`src/rtl/cacheline_adapter_pkg.sv`:
```
// Shared types and sizing for the cacheline <-> bmem burst adapter.
package cacheline_adapter_pkg;

    localparam int BEAT_W    = 64;
    localparam int BURST_LEN = 4;
    localparam int LINE_W    = BEAT_W * BURST_LEN;

    typedef enum logic [2:0] {
        IDLE,
        RD_REQ,
        RD_DATA,
        WR,
        RESP
    } adapter_state_t;

endpackage

```
`src/rtl/cacheline_adapter.sv`:
```
// Converts one cacheline read/write from the arbiter into a BURST_LEN-beat
// burst on the bmem bus and returns a single-cycle dfp_resp. One transaction
// is in flight at a time; requests are only sampled in IDLE.
module cacheline_adapter #(
    parameter int BEAT_W    = cacheline_adapter_pkg::BEAT_W,
    parameter int BURST_LEN = cacheline_adapter_pkg::BURST_LEN
) (
    input  logic                          clk,
    input  logic                          rst,
    input  logic [31:0]                   dfp_addr,
    input  logic                          dfp_read,
    input  logic                          dfp_write,
    input  logic [BEAT_W*BURST_LEN-1:0]   dfp_wdata,
    output logic [BEAT_W*BURST_LEN-1:0]   dfp_rdata,
    output logic                          dfp_resp,
    output logic [31:0]                   bmem_addr,
    output logic                          bmem_read,
    output logic                          bmem_write,
    output logic [BEAT_W-1:0]             bmem_wdata,
    input  logic                          bmem_ready,
    input  logic [31:0]                   bmem_raddr,
    input  logic [BEAT_W-1:0]             bmem_rdata,
    input  logic                          bmem_rvalid
);

    import cacheline_adapter_pkg::*;

    localparam int               LINE_W    = BEAT_W * BURST_LEN;
    localparam int               CNT_W     = (BURST_LEN > 1) ? $clog2(BURST_LEN) : 1;
    localparam int               OFFSET_W  = $clog2(LINE_W / 8);
    localparam logic [31:0]      LINE_MASK = 32'((1 << OFFSET_W) - 1);
    localparam logic [CNT_W-1:0] LAST_BEAT = CNT_W'(BURST_LEN - 1);

    adapter_state_t    r_state;
    adapter_state_t    w_state_next;
    logic [CNT_W-1:0]  r_count;
    logic [31:0]       r_addr;
    // Holds the write line during WR and accumulates read beats during RD_DATA.
    logic [LINE_W-1:0] r_line;
    // Separate output copy so dfp_rdata stays stable while the next read fills r_line.
    logic [LINE_W-1:0] r_rdata;
    logic [LINE_W-1:0] w_line_cap;
    logic [BEAT_W-1:0] w_wbeat [BURST_LEN];
    logic              w_beat_hit;
    logic              w_last_beat;

    // Beat views of the line buffer: write-beat selection and read-beat insertion.
    generate
        for (genvar gi = 0; gi < BURST_LEN; gi++) begin : g_beat
            assign w_wbeat[gi] = r_line[gi*BEAT_W +: BEAT_W];
            assign w_line_cap[gi*BEAT_W +: BEAT_W] =
                (r_count == CNT_W'(gi)) ? bmem_rdata : r_line[gi*BEAT_W +: BEAT_W];
        end
    endgenerate

    // Only beats tagged with our latched line address count toward the burst.
    assign w_beat_hit  = bmem_rvalid && (bmem_raddr == r_addr);
    assign w_last_beat = (r_count == LAST_BEAT);
    assign dfp_rdata   = r_rdata;

    // State register.
    always_ff @(posedge clk) begin
        if (rst) begin
            r_state <= IDLE;
        end else begin
            r_state <= w_state_next;
        end
    end

    // Next-state logic and bus outputs decoded from the current state.
    always_comb begin
        w_state_next = r_state;
        bmem_read    = 1'b0;
        bmem_write   = 1'b0;
        bmem_addr    = '0;
        bmem_wdata   = '0;
        dfp_resp     = 1'b0;
        case (r_state)
            IDLE: begin
                // Write has priority when both requests are raised together.
                if (dfp_write) begin
                    w_state_next = WR;
                end else if (dfp_read) begin
                    w_state_next = RD_REQ;
                end
            end
            RD_REQ: begin
                bmem_read = 1'b1;
                bmem_addr = r_addr;
                if (bmem_ready) begin
                    w_state_next = RD_DATA;
                end
            end
            RD_DATA: begin
                if (w_beat_hit && w_last_beat) begin
                    w_state_next = RESP;
                end
            end
            WR: begin
                bmem_write = 1'b1;
                bmem_addr  = r_addr;
                bmem_wdata = w_wbeat[r_count];
                if (bmem_ready && w_last_beat) begin
                    w_state_next = RESP;
                end
            end
            RESP: begin
                // The arbiter drops its grant here, so any request still high is ignored.
                dfp_resp     = 1'b1;
                w_state_next = IDLE;
            end
            default: begin
                w_state_next = IDLE;
            end
        endcase
    end

    // Datapath: address/line latching, beat counter and read-line assembly.
    always_ff @(posedge clk) begin
        if (rst) begin
            r_count <= '0;
            r_addr  <= '0;
            r_line  <= '0;
            r_rdata <= '0;
        end else begin
            case (r_state)
                IDLE: begin
                    if (dfp_write || dfp_read) begin
                        r_addr  <= dfp_addr & ~LINE_MASK;
                        r_count <= '0;
                    end
                    if (dfp_write) begin
                        r_line <= dfp_wdata;
                    end
                end
                RD_REQ: begin
                    if (bmem_ready) begin
                        r_count <= '0;
                    end
                end
                RD_DATA: begin
                    if (w_beat_hit) begin
                        r_line  <= w_line_cap;
                        r_count <= r_count + 1'b1;
                        if (w_last_beat) begin
                            r_rdata <= w_line_cap;
                        end
                    end
                end
                WR: begin
                    // A ready stall leaves the counter, and so the presented beat, unchanged.
                    if (bmem_ready) begin
                        r_count <= r_count + 1'b1;
                    end
                end
                default: begin
                end
            endcase
        end
    end

endmodule

```
`config.mk`:
```
export PLATFORM = sky130hd
export DESIGN_NAME = cacheline_adapter
export DESIGN_NICKNAME = d
export VERILOG_FILES = /design/src/rtl/cacheline_adapter_pkg.sv /design/src/rtl/cacheline_adapter.sv
export SDC_FILE = /design/constraint.sdc
export NUM_CORES = 1
export LEC_CHECK = 0
export CAP_MARGIN = 20
export CORE_AREA = 2 2 288 290
export CTS_BUF_LIST = sky130_fd_sc_hd__clkbuf_4 sky130_fd_sc_hd__clkbuf_8
export DETAILED_ROUTE_END_ITERATION = 10
export DIE_AREA = 0 0 290 292
export DONT_BUFFER_PORTS = 1
export SKIP_LAST_GASP = 1
export SLEW_MARGIN = 20
export SYNTH_ARGS = -nofsm -noshare
export SYNTH_HDL_FRONTEND = slang
export SYNTH_SLANG_ARGS = --single-unit
export TNS_END_PERCENT = 5
```
`constraint.sdc`:
```
create_clock -name clk -period 4.45 [get_ports clk]
set_input_delay 1.335 -clock clk [delete_from_list [all_inputs] [get_ports clk]]
set_output_delay 1.335 -clock clk [all_outputs]
set_load 0.05 [all_outputs]
```
==> impl_metrics.ini <==
[status]
status = finished clean

[sta]
worstMarginPinSlew_ns = 1.135
finalSetupViolCount = 0
rsz0062_at_grt = no
drv_slew = 0
clock.fmax_ghz = 0.2436
clock_skew_ns = 0.04418
finalHoldViolCount = 0
fin_crit_sh = 0.9225
tns_ns = 0
max_slew_margin = 0.2435
period_needed_ns = 4.105

[clock_tree]
ctsHoldBuffers = 0
clock-root-buffer = clkbuf_8
cts_setup_buffers = 0
clk_pin_slew_ns = 0.06
cts-buffers-inserted = 99
htree_num_levels = 3
cts_resized = 0
clk_latency_ns = 0.76
cts_tree = built
clock_path_buffers = 3
clkSinkCount = 544

[logic_synthesis]
synth_edf_count = 0
yosysSeqAreaShare = 0.3944
synth_commonest_cells = 544 x dfxtp_1, 332 x clkbuf_1, 319 x nand2_1
ys_warn_count = 0
synth_top_cell_area_share = 0.3944
synth-compound-area-share = 0.2857
syn_area_per_cell_um2 = 9.032
yosysTopAreaCell = dfxtp_1
ys_types = 42
synth.area.mux_share = 0.1450
synth_most_common_cell = dfxtp_1
postSynth.asyncResetShare = 0
ys_ff_latch = 544
yosys.area_share.adder = 0.001813
syn_inst = 3057
synthSimpleGateAreaFrac = 0.1092
netlist_area_um2 = 27610
synth_top_family_by_area = compound AO/OA/AOI/OAI gates
synth-xor-area-share = 0.008565
synth_ff_type = dfxtp_1
synth_area_leaders = dfxtp_1 39%, a41o_1 9.3%, mux2i_1 9.3%

[worst_hold_path]
hold_depth = 2
hp-start = r_addr[5]
hold_path.class = reg2reg
holdPathEnd = r_addr[5]

[detailed_routing]
ant_nets = 0
firstDrtPassIters = 7
drt-wirelength-per-cell_um = 26.05
finalWirelength_mm = 105.0
drt_drc_violations_left = 0
viasPerCell = 6.085
drt_iter0_drc = 1771
vias = 24530

[critical_path]
cp.required_ns = 3.12
critical_path_class = reg2out
worstPathCellList = buf_12 > mux4_2 > and3_1
max_stage_delay_ns = 0.69
cp-start-kind = flip-flop
cp_slowest_cell = dfxtp_4
rr_startpoint = r_count[1]
timing.rr.end = r_line[146]
rr_worst_depth = 7
worst-path-max-fanout = 25
rrSetupSlack_ns = 1.10
end_kind = output pin
crit_arrival_ns = 2.77

[floorplanning]
io_pins = 745
rows = 105
die-area_um2 = 84680
initial_utilization = 0.3384
coreArea_um2 = 81580
die_w_um = 290
die_h_um = 292

[flow_run]
drv_cap = 0

[final_layout]
drive_above_1_share = 0.1228
nets = 3278
design_area_um2 = 30920
area_delta_synth_final_pct = 11.99
fillers = 8276

[global_routing]
grt_pass1_vias = 22960
grt_usage = 0.2366
grt_pass1_wl_mm = 155.2
antenna_found_initial = 8
grt_max_degree = 290
overflow = 0

[placed_design]
post-dp-hpwl_mm = 70.83
io_buffers = 0
gp_congestion = 0.9219
dpl_cell_area_um2 = 28780

[pwr]
p_leak_uw = 0.01214
ir_drop_v = 0.0002434
powerDensity_nw_per_um2 = 461.5
state kept, by name, indices dropped and copies added, names as in the netlist:
signal     cells
r_count        2
dfp_rdata    256
r_line       256
r_addr        27
r_state        3
per-layer routing:
layer	vias to the layer above	part of all wire	GRT usage
li1	11310	-	-
met1	11910	0.40	0.2901
met2	1103	0.48	0.3891
met3	197	0.093	0.07528
met4	6	0.029	0.08524
met5	-	0.00033	0
through the flow:
| stage | worst slack, ns | hold slack (ns) | instances | total power [uW] | util |
|---|---|---|---|---|---|
| floorplan | 0.6958 | 0.4565 | 3061 | 8249 | - |
| global placement | 0.4180 | 0.4675 | 3853 | 9119 | 0.3528 |
| detailed placement | 0.3547 | 0.4677 | 3853 | 9171 | 0.3528 |
| CTS | 0.2167 | 0.4761 | 4027 | 14310 | 0.3787 |
| global route | 0.1986 | 0.5099 | 4032 | 14920 | 0.3790 |
| finish | 0.3449 | 0.4784 | 4032 | 14270 | 0.3790 |
where the power goes:
group          switching (uW)  internal [uW]  leakage [uW]
Clock                    2260           2870       0.00113
Sequential                476           5330       0.00442
Combinational            2080           1260       0.00659
Total                    4810           9460        0.0121
worst max-delay path by stage:
stage | depth (start not counted) | slack [ns] | end | startpoint
CTS | 3 | 0.22 | bmem_wdata[27] | r_count[0]
global route | 3 | 0.20 | bmem_wdata[27] | r_count[0]
global placement | 8 | 0.42 | dfp_rdata[163] | bmem_raddr[10]
finish | 3 | 0.34 | bmem_wdata[27] | r_count[0]
detailed placement | 8 | 0.35 | dfp_rdata[226] | bmem_raddr[10]
floorplan | 5 | 0.70 | bmem_wdata[25] | r_count[0]
cell usage in the layout (no fill, tap or decap), types with 12 or more instances in the layout:
master    Yosys  routed
a211oi_1    257     257
a21oi_1     285     285
a41o_1      256     256
and2_1       28      27
and3_1       64      64
buf_12        0      33
buf_4         5      75
clkbuf_4      0      31
clkbuf_8      0     123
dfxtp_1     544     541
mux2i_1     256     256
mux4_2       64      64
nand2_1     319     318
nor2_1      262     262
o211ai_1    256     256
xnor2_1      12      12
xor2_1       15      15
cells by family (layout without fill, tap and decap cells):
kind of cell,after synthesis,in the layout
buffers and inverters,392,288
adder cells (fa/ha/maj),4,4
XOR/XNOR,27,27
other,1,10
AND/OR/NAND/NOR,708,708
flip-flops,544,544
multiplexers,320,320
AO/OA/AOI/OAI,1061,1061
critical path, delay by kind of cell (launching register included):
| kind | cells | cell delay (ns) |
|---|---|---|
| AND/OR/NAND/NOR | 1 | 0.40 |
| flip-flops | 1 | 0.69 |
| buffers and inverters | 1 | 0.31 |
| multiplexers | 1 | 0.55 |
final cells by class:
cell class | instances | area [um^2] | share of cell area
clock buffer | 154 | 1926 | 0.06228
tap | 1070 | 1339 | 0.04330
clock inverter | 20 | 190.2 | 0.006151
sequential | 544 | 10900 | 0.3526
timing repair buffer | 108 | 1224 | 0.03958
multi-input combinational | 2125 | 15300 | 0.4947
inverter | 6 | 30.03 | 0.0009712
antenna | 5 | 12.51 | 0.0004047
Power figures use the tool's default switching activity.
